### config.mk
export PLATFORM = sky130hd
export DESIGN_NAME = aes_cipher_control_n
export DESIGN_NICKNAME = d
export VERILOG_FILES = /design/src/rtl/aes_pkg.sv /design/src/rtl/aes_cipher_round_cnt.sv /design/src/rtl/aes_cipher_control_n.sv
export SDC_FILE = /design/constraint.sdc
export NUM_CORES = 1
export LEC_CHECK = 0
export ABC_AREA = 1
export CORE_ASPECT_RATIO = 1.2
export CORE_MARGIN = 2
export CORE_UTILIZATION = 25
export DETAILED_ROUTE_END_ITERATION = 8
export HOLD_SLACK_MARGIN = 0.05
export PLACE_DENSITY = 0.5
export SLEW_MARGIN = 20
export SYNTH_ARGS = -nofsm -noshare
export SYNTH_HDL_FRONTEND = slang
export SYNTH_SLANG_ARGS = --single-unit
### constraint.sdc
create_clock -name clk_i -period 3.3 [get_ports clk_i]
set_input_delay 0.495 -clock clk_i [delete_from_list [all_inputs] [get_ports clk_i]]
set_output_delay 0.495 -clock clk_i [all_outputs]
set_load 0.005 [all_outputs]
### src/rtl/aes_pkg.sv
// -----------------------------------------------------------------------------
// aes_pkg
// Shared types and constants for the AES cipher-side control responder.
//   ciph_op_e     : cipher direction codes (only FWD/INV are legal)
//   key_len_e     : one-hot key length codes
//   cipher_ctrl_e : FSM state codes. These are codewords of a Hamming(7,4) code,
//                   so any two states differ in at least three bits and a
//                   single or double bit upset can never produce another
//                   valid state.
//   NR_AES_*      : number of rounds per key length
//   aes_nr()      : key length -> Nr
//   op_legal() / key_len_legal() : input code checks
// -----------------------------------------------------------------------------
package aes_pkg;

    typedef enum logic [1:0] {
        CIPH_FWD = 2'b01,
        CIPH_INV = 2'b10
    } ciph_op_e;

    typedef enum logic [2:0] {
        AES_128 = 3'b001,
        AES_192 = 3'b010,
        AES_256 = 3'b100
    } key_len_e;

    typedef enum logic [6:0] {
        CIPHER_CTRL_IDLE   = 7'b1101001,
        CIPHER_CTRL_CLEAR  = 7'b0101010,
        CIPHER_CTRL_RESEED = 7'b1000011,
        CIPHER_CTRL_INIT   = 7'b1001100,
        CIPHER_CTRL_ROUND  = 7'b0100101,
        CIPHER_CTRL_FINISH = 7'b1100110,
        CIPHER_CTRL_ERROR  = 7'b0011001
    } cipher_ctrl_e;

    localparam logic [3:0] NR_AES_128 = 4'd10;
    localparam logic [3:0] NR_AES_192 = 4'd12;
    localparam logic [3:0] NR_AES_256 = 4'd14;

    function automatic logic [3:0] aes_nr(input logic [2:0] key_len);
        logic [3:0] nr;
        case (key_len)
            AES_192: nr = NR_AES_192;
            AES_256: nr = NR_AES_256;
            default: nr = NR_AES_128;
        endcase
        return nr;
    endfunction

    function automatic logic op_legal(input logic [1:0] op);
        return (op == CIPH_FWD) || (op == CIPH_INV);
    endfunction

    function automatic logic key_len_legal(input logic [2:0] key_len);
        return (key_len == AES_128) || (key_len == AES_192) || (key_len == AES_256);
    endfunction

endpackage

### src/rtl/aes_cipher_round_cnt.sv
// -----------------------------------------------------------------------------
// aes_cipher_round_cnt
// Round counter for the cipher control FSM. Clears to 0, increments by one
// per enabled cycle and saturates at 15. Flags the last regular round
// (count == Nr-1) and raises err_o if the count ever exceeds Nr.
//
// Optional feature (macro AES_CIPHER_CTRL_RND_CNT_DUP_EN):
//   a second counter holding the bit-inverted count is kept in lockstep;
//   any disagreement between the two raises err_o.
//
// Ports
//   clk_i   in   clock
//   rst_ni  in   async reset, active low
//   clr_i   in   load 0 (wins over inc_i)
//   inc_i   in   increment (saturating)
//   nr_i    in   [3:0] number of rounds for the active key length
//   cnt_o   out  [3:0] current count
//   last_o  out  count == Nr-1
//   err_o   out  count beyond Nr, or duplicate mismatch when enabled
// -----------------------------------------------------------------------------
module aes_cipher_round_cnt (
    input  logic       clk_i,
    input  logic       rst_ni,
    input  logic       clr_i,
    input  logic       inc_i,
    input  logic [3:0] nr_i,
    output logic [3:0] cnt_o,
    output logic       last_o,
    output logic       err_o
);

    logic [3:0] cnt_d;
    logic [3:0] cnt_q;

    always_comb begin
        cnt_d = cnt_q;
        if (clr_i) begin
            cnt_d = 4'd0;
        end else if (inc_i && (cnt_q != 4'hF)) begin
            cnt_d = cnt_q + 4'd1;
        end
    end

    always_ff @(posedge clk_i or negedge rst_ni) begin
        if (!rst_ni) begin
            cnt_q <= 4'd0;
        end else begin
            cnt_q <= cnt_d;
        end
    end

    assign cnt_o  = cnt_q;
    assign last_o = (cnt_q == (nr_i - 4'd1));

`ifdef AES_CIPHER_CTRL_RND_CNT_DUP_EN
    // Inverted shadow copy: a single upset in either register breaks the
    // complement relation and is caught on the next cycle.
    logic [3:0] cnt_n_q;

    always_ff @(posedge clk_i or negedge rst_ni) begin
        if (!rst_ni) begin
            cnt_n_q <= 4'hF;
        end else begin
            cnt_n_q <= ~cnt_d;
        end
    end

    assign err_o = (cnt_q > nr_i) || (cnt_q != ~cnt_n_q);
`else
    assign err_o = (cnt_q > nr_i);
`endif

endmodule

### src/rtl/aes_cipher_control_n.sv
// -----------------------------------------------------------------------------
// aes_cipher_control_n
// Cipher-side responder for the active-low control handshake coming from the
// AES control FSM. Accepts a request in IDLE, then runs
//   CLEAR (optional) -> RESEED (optional) -> INIT -> ROUND x (Nr-1) -> FINISH
// and returns the result over an active-low valid/ready pair. Request flags
// are echoed back (busy flags inverted, pending flags active high) until the
// corresponding phase has completed.
//
// Parameter
//   SecMasking : 1 -> prng_update_o follows state_we_o; 0 -> prng_update_o = 0
//
// Optional feature (macro AES_CIPHER_CTRL_RND_CNT_DUP_EN):
//   duplicated, inverted round counter in aes_cipher_round_cnt; a mismatch
//   drives the FSM into ERROR.
//
// Ports
//   clk_i, rst_ni                  clock, async reset (active low)
//   in_valid_ni / in_ready_no      request handshake (active low)
//   out_valid_no / out_ready_ni    result handshake (active low)
//   op_i [1:0], key_len_i [2:0]    cipher direction, one-hot key length
//   crypt_ni, dec_key_gen_ni       request flags (active low)
//   prng_reseed_i, key_clear_i, data_out_clear_i  request flags (active high)
//   crypt_no, dec_key_gen_no       busy echoes (active low)
//   prng_reseed_o, key_clear_o, data_out_clear_o  pending echoes
//   prng_reseed_req_o / _ack_i     PRNG reseed handshake
//   round_o [3:0]                  current round index
//   state_we_o, key_expand_en_o    datapath enables
//   prng_update_o                  masking PRNG update
//   state_clear_o, key_clear_pulse_o  one-cycle clear strobes
//   alert_o                        fatal alert, sticky until reset
// -----------------------------------------------------------------------------
module aes_cipher_control_n #(
    parameter logic SecMasking = 1'b0
) (
    input  logic       clk_i,
    input  logic       rst_ni,
    input  logic       in_valid_ni,
    output logic       in_ready_no,
    output logic       out_valid_no,
    input  logic       out_ready_ni,
    input  logic [1:0] op_i,
    input  logic [2:0] key_len_i,
    input  logic       crypt_ni,
    input  logic       dec_key_gen_ni,
    input  logic       prng_reseed_i,
    input  logic       key_clear_i,
    input  logic       data_out_clear_i,
    output logic       crypt_no,
    output logic       dec_key_gen_no,
    output logic       prng_reseed_o,
    output logic       key_clear_o,
    output logic       data_out_clear_o,
    output logic       prng_reseed_req_o,
    input  logic       prng_reseed_ack_i,
    output logic [3:0] round_o,
    output logic       state_we_o,
    output logic       key_expand_en_o,
    output logic       prng_update_o,
    output logic       state_clear_o,
    output logic       key_clear_pulse_o,
    output logic       alert_o
);
    import aes_pkg::*;

    cipher_ctrl_e state_d;
    cipher_ctrl_e state_q;

    logic       in_ready_n_q;
    logic [2:0] key_len_q;
    logic       crypt_q;
    logic       dkg_q;
    logic       reseed_q;
    logic       key_clr_q;
    logic       data_clr_q;
    logic       fin_entry_q;

    logic       accept;
    logic       req_cipher;
    logic       req_legal;
    logic       round_en;
    logic       out_valid;
    logic       reseed_req;
    logic       state_clr;
    logic       key_clr_pulse;
    logic       alert;
    logic       reseed_done;
    logic       finish_done;

    logic       cnt_clr;
    logic       cnt_inc;
    logic       cnt_last;
    logic       cnt_err;
    logic [3:0] cnt;
    logic [3:0] nr;

    assign accept     = (state_q == CIPHER_CTRL_IDLE) && !in_valid_ni && !in_ready_n_q;
    assign req_cipher = !crypt_ni || !dec_key_gen_ni;
    assign req_legal  = op_legal(op_i) && key_len_legal(key_len_i);
    assign nr         = aes_nr(key_len_q);

    // Next-state and Moore outputs.
    always_comb begin
        state_d       = state_q;
        round_en      = 1'b0;
        out_valid     = 1'b0;
        reseed_req    = 1'b0;
        state_clr     = 1'b0;
        key_clr_pulse = 1'b0;
        alert         = 1'b0;
        reseed_done   = 1'b0;
        finish_done   = 1'b0;

        case (state_q)
            CIPHER_CTRL_IDLE: begin
                if (accept) begin
                    // Direction and key length only matter when the round
                    // datapath is going to run.
                    if (req_cipher && !req_legal) begin
                        state_d = CIPHER_CTRL_ERROR;
                    end else if (key_clear_i || data_out_clear_i) begin
                        state_d = CIPHER_CTRL_CLEAR;
                    end else if (prng_reseed_i) begin
                        state_d = CIPHER_CTRL_RESEED;
                    end else if (req_cipher) begin
                        state_d = CIPHER_CTRL_INIT;
                    end
                end
            end

            CIPHER_CTRL_CLEAR: begin
                state_clr     = data_clr_q;
                key_clr_pulse = key_clr_q;
                if (reseed_q) begin
                    state_d = CIPHER_CTRL_RESEED;
                end else if (crypt_q || dkg_q) begin
                    state_d = CIPHER_CTRL_INIT;
                end else begin
                    state_d = CIPHER_CTRL_IDLE;
                end
            end

            CIPHER_CTRL_RESEED: begin
                reseed_req = 1'b1;
                if (prng_reseed_ack_i) begin
                    reseed_done = 1'b1;
                    state_d     = (crypt_q || dkg_q) ? CIPHER_CTRL_INIT : CIPHER_CTRL_IDLE;
                end
            end

            CIPHER_CTRL_INIT: begin
                round_en = 1'b1;
                state_d  = CIPHER_CTRL_ROUND;
            end

            CIPHER_CTRL_ROUND: begin
                round_en = 1'b1;
                if (cnt_last) begin
                    state_d = CIPHER_CTRL_FINISH;
                end
            end

            CIPHER_CTRL_FINISH: begin
                // The final round runs once; stalled cycles only hold the result.
                round_en  = fin_entry_q;
                out_valid = 1'b1;
                if (!out_ready_ni) begin
                    finish_done = 1'b1;
                    state_d     = CIPHER_CTRL_IDLE;
                end
            end

            CIPHER_CTRL_ERROR: begin
                alert = 1'b1;
            end

            default: begin
                alert   = 1'b1;
                state_d = CIPHER_CTRL_ERROR;
            end
        endcase

        if (cnt_err) begin
            state_d = CIPHER_CTRL_ERROR;
        end
    end

    // Round counter control: zero outside the round phase, one step per
    // INIT/ROUND cycle, frozen in FINISH and ERROR.
    assign cnt_clr = (state_d == CIPHER_CTRL_IDLE)  || (state_d == CIPHER_CTRL_CLEAR) ||
                     (state_d == CIPHER_CTRL_RESEED) || (state_d == CIPHER_CTRL_INIT);
    assign cnt_inc = ((state_q == CIPHER_CTRL_INIT) || (state_q == CIPHER_CTRL_ROUND)) &&
                     ((state_d == CIPHER_CTRL_ROUND) || (state_d == CIPHER_CTRL_FINISH));

    aes_cipher_round_cnt u_round_cnt (
        .clk_i  (clk_i),
        .rst_ni (rst_ni),
        .clr_i  (cnt_clr),
        .inc_i  (cnt_inc),
        .nr_i   (nr),
        .cnt_o  (cnt),
        .last_o (cnt_last),
        .err_o  (cnt_err)
    );

    always_ff @(posedge clk_i or negedge rst_ni) begin
        if (!rst_ni) begin
            state_q <= CIPHER_CTRL_IDLE;
        end else begin
            state_q <= state_d;
        end
    end

    always_ff @(posedge clk_i or negedge rst_ni) begin
        if (!rst_ni) begin
            in_ready_n_q <= 1'b1;
            fin_entry_q  <= 1'b0;
            key_len_q    <= AES_128;
            crypt_q      <= 1'b0;
            dkg_q        <= 1'b0;
            reseed_q     <= 1'b0;
            key_clr_q    <= 1'b0;
            data_clr_q   <= 1'b0;
        end else begin
            in_ready_n_q <= (state_d != CIPHER_CTRL_IDLE);
            fin_entry_q  <= (state_d == CIPHER_CTRL_FINISH) && (state_q != CIPHER_CTRL_FINISH);

            if (accept) begin
                key_len_q  <= key_len_i;
                crypt_q    <= ~crypt_ni;
                dkg_q      <= ~dec_key_gen_ni;
                reseed_q   <= prng_reseed_i;
                key_clr_q  <= key_clear_i;
                data_clr_q <= data_out_clear_i;
            end
            if (state_q == CIPHER_CTRL_CLEAR) begin
                key_clr_q  <= 1'b0;
                data_clr_q <= 1'b0;
            end
            if (reseed_done) begin
                reseed_q <= 1'b0;
            end
            if (finish_done) begin
                crypt_q <= 1'b0;
                dkg_q   <= 1'b0;
            end
        end
    end

    assign in_ready_no       = in_ready_n_q;
    assign out_valid_no      = ~out_valid;
    assign crypt_no          = ~crypt_q;
    assign dec_key_gen_no    = ~dkg_q;
    assign prng_reseed_o     = reseed_q;
    assign key_clear_o       = key_clr_q;
    assign data_out_clear_o  = data_clr_q;
    assign prng_reseed_req_o = reseed_req;
    assign round_o           = cnt;
    assign key_expand_en_o   = round_en;
    // Key-schedule-only runs must leave the data state untouched.
    assign state_we_o        = round_en && !dkg_q;
    assign state_clear_o     = state_clr;
    assign key_clear_pulse_o = key_clr_pulse;
    assign alert_o           = alert;

    if (SecMasking) begin : g_masked
        assign prng_update_o = state_we_o;
    end else begin : g_unmasked
        assign prng_update_o = 1'b0;
    end

endmodule

==> flow_summary.toml, run 1 <==
[run_status]
status = "finished clean"

[clocking]
cts_resized = 0
clk_pin_slew_ns = 0.08
cts.root.buffer_cell = "clkbuf_8"
numCtsBuffers = 3
insertion_delay_ns = 0.26
clock-sinks = 21
holdBufCountCts = 0
cts_buffer_depth = 2
post_cts.repair.setup_buffers = 0
cts_tree = "yes"
cts.htree.levels = 1

[routing]
first_iter_violations = 82
wl_per_cell_um = 12.6
routed_wl_mm = 5.20
drtPass1Iterations = 5
viasPerCell = 4.38
drt.antenna.violating_nets = 0
drc = 0
vias = 1805

[layout]
most-common-layout-cells = "nand2_1 (81), nor2_1 (56), inv_1 (36)"
drive_gt1_share_pct = 11.7
fill_cells = 767
mostFrequentLayoutCell = "nand2_1"
num_antenna_cells = 0
final_nets = 344
syn_to_final_growth_pct = 24.8

[min_path]
hp-class = "in -> async"

[worst_setup_path]
crit_fanout = 7
endpoint_kind = "output port"
cp.arrival_ns = 2.27
worstSetupPathType = "reg -> out"
critPathLaunchType = "flip-flop"
worstPathRequired_ns = 2.80

[sta]
slew_headroom_pct = 66.0
tns_ns = 0
drv_slew = 0
hold-worst-slack_ns = 0.184
setup_violations = 0
finClkSkew_ns = 0.00507
period_minus_slack_ns = 2.77
grt_setup_unrepaired = "no"
clock.fmax_mhz = 362
tightest_slew_ns = 0.509
min_period_over_period_pct = 83.8
hold_violations = 0

[floorplan]
fp.coreArea_sq_um = 6940
die_w_um = 81.6
placementRows = 33
die_area_sq_um = 7930
die_h_um = 97.2
start_util_pct = 26.1
ios = 33

[global_route]
grt_max_degree = 22
grt_pass1_vias = 1942
overflow = 0
track_usage_pct = 14.8
grt_pass1_wl_mm = 9.29
antenna_found_initial = 0

[synthesis]
synth-seq-cells = 21
syn_area_sq_um = 1810
syn_nets = 310
synth_area_leaders = "dfrtp_1 (21%), nand2_1 (17%), nor2_1 (12%)"
synth_cell_types = 31
synth.top_cell.area_share_pct = 20.8
synthCells = 292
yosysWarnings = 0
avgSynthCellArea_sq_um = 6.19
ys_seq_area_share_pct = 29.5
yosysTopAreaCell = "dfrtp_1"

[pwr]
power.density_nw_per_um2 = 208
max-vdd-ir-drop_v = 0.000141
p_leak_nw = 1.08

[run]
drv_cap = 0

[placement]
io_buffers = 31
place_congestion = 0.909
dpl.hpwl_mm = 4.37
## cell usage after synthesis (all sizes together)
cell type and number:
ha 3, conb 1, inv 43, buf 1
and3 1, nand3 34, dfstp 6, o21ai 12
o41ai 1, clkbuf 1, xnor2 1, xor2 2
o211ai 1, a32oi 1, nand2 86, a21oi 8
and2 1, nand3b 2, nor2 67, dfrtp 15
nand4 4, nor4 1
## registers in the layout, summed over array words and instances, names as in the netlist
name,cells
fin_entry_q,1
u_round_cnt.cnt_o,4
key_len_q,3
state_q,7
crypt_q,1
data_out_clear_o,1
prng_reseed_o,1
key_clear_o,1
in_ready_no,1
dkg_q,1
## final cells by class
class | count | area (sq um) | area share [%]
well taps | 87 | 109 | 4.83
repair buffers | 31 | 305 | 13.5
multi-input cells | 226 | 1100 | 48.9
clock buffers | 4 | 45.0 | 2.00
inverters | 43 | 161 | 7.15
flip-flops and latches | 21 | 533 | 23.6
## layer usage
metal  global-route usage, %  wire (um)  up-vias
met4                    4.62         93        0
li1                        -          -      976
met1                    19.3       2360      794
met5                       0          0        -
met2                    24.8       2590       27
met3                    2.04        160        8
## per-stage QoR
step | total power [mW] | worst slack, ns | cells | cell area [sq um] | utilization (%)
3_5_place_dp | 0.302 | 0.604 | 408 | 2220 | 31.9
6_report | 0.469 | 0.534 | 412 | 2260 | 32.5
5_1_grt | 0.495 | 0.452 | 412 | 2260 | 32.5
3_3_place_gp | 0.303 | 0.576 | 408 | 2220 | 31.9
2_1_floorplan | 0.276 | 1.12 | 292 | 1810 | -
4_1_cts | 0.478 | 0.547 | 412 | 2260 | 32.6
## critical path: stages, from the launching register on
cell and delay [ns]:
dfstp_2 0.62, inv_2 0.08, nand2_1 0.10, nor2_2 0.08, nand2_2 0.13, nand2_1 0.07
nor4_1 0.35, clkdlybuf4s50_1 0.57
## path summary, 6_finish.rpt
check                                  endpoint          from  cells past startpoint  slack, ns
setup / recovery                        alert_o    state_q[0]                      7       0.53
hold / removal                          crypt_q        rst_ni                      1       0.18
setup reg to reg           u_round_cnt.cnt_o[2]  key_len_q[1]                     17       0.91
hold reg to reg                    key_len_q[0]  key_len_q[0]                      2       0.51
max in group asynchronous            state_q[3]        rst_ni                      1       2.75
min in group clk_i                 key_len_q[0]  key_len_q[0]                      2       0.51
## cells by family after synthesis
kind of cell	synth area share, %
compound gates	6.92
simple gates	50.3
buf+inv	9.55
other cells	0.207
xor+xnor	1.45
flops	29.5
fa+ha+maj	2.08
## report_power, final
group          total (mW)  internal, mW  switching (mW)
Sequential          0.257         0.257               0
Clock               0.173        0.0860          0.0870
Combinational      0.0390        0.0182          0.0207
Total               0.469         0.362           0.108
Power figures use the tool's default switching activity.
==> run 2, diff against run 1 <==
==> constraint.sdc (replaced) <==
create_clock -name clk_i -period 2.67 [get_ports clk_i]
set_input_delay 0.4005 -clock clk_i [delete_from_list [all_inputs] [get_ports clk_i]]
set_output_delay 0.4005 -clock clk_i [all_outputs]
set_load 0.005 [all_outputs]
==> run 2 against run 1 <==
Compared with the run above:
- non-clock buffer count increased by 4
- via count rose by 5.4%
- clock skew shrank 0.0015 ns
- sequential power is 24% higher
- highest routed layer unchanged
==> flow_summary.toml, run 2 (synthesized netlist as in run 1, its figures left out) <==
[routing]
drtPass1Iterations = 5
drc = 0
viasPerCell = 4.57
vias = 1902
drt.antenna.violating_nets = 0
wl_per_cell_um = 12.7
first_iter_violations = 113
routed_wl_mm = 5.26

[pwr]
internal_power_mw = 0.449
seqPwrFrac_pct = 54.7
max-vdd-ir-drop_v = 0.000114
switching_share_pct = 22.9
p_total_mw = 0.582
power.density_nw_per_um2 = 253
p_sw_mw = 0.133
clkPwrFrac_pct = 36.7
comb_power_share_pct = 8.6
p_leak_nw = 1.10

[worst_setup_path]
slowest_stage = "dfstp_2"
crit_fanout = 7
worstPathRequired_ns = 2.27
cp_top_family = "simple AND/OR/NAND/NOR gates"
critPathLaunchType = "flip-flop"
worstSetupPathType = "reg -> out"
path_cells = "inv_2 > nand2_1 > nor2_2 > nand2_2 > nand2_1 > nor4_1 > clkdlybuf4s50_1"
cp.arrival_ns = 2.14
cp.buffers_inverters = 2
worst_path_most_repeated_cell = "nand2_1"
endpoint_kind = "output port"
cp_slowest_stage_delay_ns = 0.60

[sta]
setup_violations = 0
tns_ns = 0
clock.fmax_mhz = 394
slew_headroom_pct = 65.3
setup_ws_ns = 0.134
tightest_slew_ns = 0.514
min_period_over_period_pct = 95.0
drv_slew = 0
grt_setup_unrepaired = "no"
hold_violations = 0
finClkSkew_ns = 0.00360
period_minus_slack_ns = 2.54

[global_route]
grt_max_degree = 22
track_usage_pct = 14.3
antenna_found_initial = 0
grt_pass1_vias = 1885
grt_pass1_wl_mm = 8.96
overflow = 0

[placement]
place_congestion = 0.890
place_inst = 412
io_buffers = 31
dpl.hpwl_mm = 4.33
dp_slack_ns = 0.229

[layout]
largest_reg_flops = 7
top_register = "state_q"
mostFrequentLayoutCell = "nand2_1"
final_cell_count_no_fill = 416
most-common-layout-cells = "nand2_1 (81), nor2_1 (55), inv_1 (36)"
fill_cells = 788
final_nets = 348
drive_gt1_share_pct = 13.4
num_antenna_cells = 0
syn_to_final_growth_pct = 27.2

[clocking]
post_cts.repair.setup_buffers = 0
holdBufCountCts = 0
clock-sinks = 21
cts_resized = 0
cts_tree = "yes"
cts_buffer_depth = 2
clk_pin_slew_ns = 0.08
numCtsBuffers = 3
cts.htree.levels = 1
insertion_delay_ns = 0.26
cts.root.buffer_cell = "clkbuf_8"

[floorplan]
die_area_sq_um = 7930
ios = 33
die_w_um = 81.6
fp.coreArea_sq_um = 6940
die_h_um = 97.2
start_util_pct = 26.1
placementRows = 33

[run_status]
status = "finished clean"

[min_path]
hp-class = "in -> async"

[run]
drv_cap = 0
## run 2: cell count changes in the layout (fill, tap and decap cells not counted)
cell             previous run  this run
dfrtp_2                     0         1
clkdlybuf4s50_1            30        31
buf_2                       1         0
nand3_1                    29        28
nand3_2                     4         5
dfrtp_1                    15        14
nor2_2                      7         8
buf_4                       0         4
nor2_1                     56        55
## run 2: layer usage
layer  GRT usage [%]  wire (um)  vias up  part of all wire, %
li1                -          -      989                    -
met1            19.5       2470      862                   47
met2            23.0       2550       42                   48
met3            1.77        155        9                  2.9
met4            4.74         96        0                  1.8
met5               0          0        -                    0
## run 2: power groups by stage
| stage | combinational, mW | sequential [mW] | clock [mW] |
|---|---|---|---|
| 6_report | 0.0502 | 0.318 | 0.213 |
| 5_1_grt | 0.0566 | 0.318 | 0.240 |
| 4_1_cts | 0.0516 | 0.318 | 0.225 |
| 3_5_place_dp | 0.0511 | 0.324 | 0 |
| 3_3_place_gp | 0.0513 | 0.324 | 0 |
| 2_1_floorplan | 0.0167 | 0.324 | 0 |
## run 2: stage by stage
stage	util [%]	hold WS, ns	cell area (sq um)
2_1_floorplan	-	0.105	1810
3_3_place_gp	32.4	0.487	2250
3_5_place_dp	32.4	0.499	2250
4_1_cts	33.0	0.497	2290
5_1_grt	33.2	0.506	2300
6_report	33.2	0.478	2300
## run 2: cell type report
class	instances	area [sq um]	share of cell area (%)
multi-input cells	226	1110	48.3
well taps	87	109	4.73
clock buffers	4	45.0	1.96
inverters	43	161	7.02
flip-flops and latches	21	534	23.2
repair buffers	35	340	14.8
## run 2: worst reg2reg max path, cell delays in order (launching register included)
cell	delay, ns
dfrtp_1	0.39
nor2_1	0.14
nand2_1	0.08
and2_1	0.16
ha_1	0.28
nand2_1	0.07
nand2_1	0.06
nand3_2	0.12
inv_1	0.10
nor2_2	0.13
nand2_1	0.08
nor2_2	0.13
nand2_4	0.08
nor2_4	0.10
nand2_2	0.10
o21ai_1	0.13
inv_1	0.05
nor2_1	0.07
## run 2: final timing paths
path	from	end	slack, ns	cells past startpoint
max in group asynchronous	rst_ni	state_q[0]	1.90	2
hold reg to reg	key_len_q[0]	key_len_q[0]	0.50	2
setup / recovery	state_q[0]	alert_o	0.13	7
min in group clk_i	key_len_q[0]	key_len_q[0]	0.50	2
setup reg to reg	key_len_q[1]	u_round_cnt.cnt_o[3]	0.35	17
hold / removal	rst_ni	key_len_q[2]	0.48	2
==> run 3, diff against run 2 <==
--- a/config.mk
+++ b/config.mk
@@ -9,6 +9,7 @@
 export CORE_ASPECT_RATIO = 1.2
 export CORE_MARGIN = 2
 export CORE_UTILIZATION = 25
+export CTS_CLUSTER_SIZE = 40
 export DETAILED_ROUTE_END_ITERATION = 8
 export HOLD_SLACK_MARGIN = 0.05
 export PLACE_DENSITY = 0.5
==> results of run 3 <==
Final layout, timing and power as in run 2 (identical DEF).
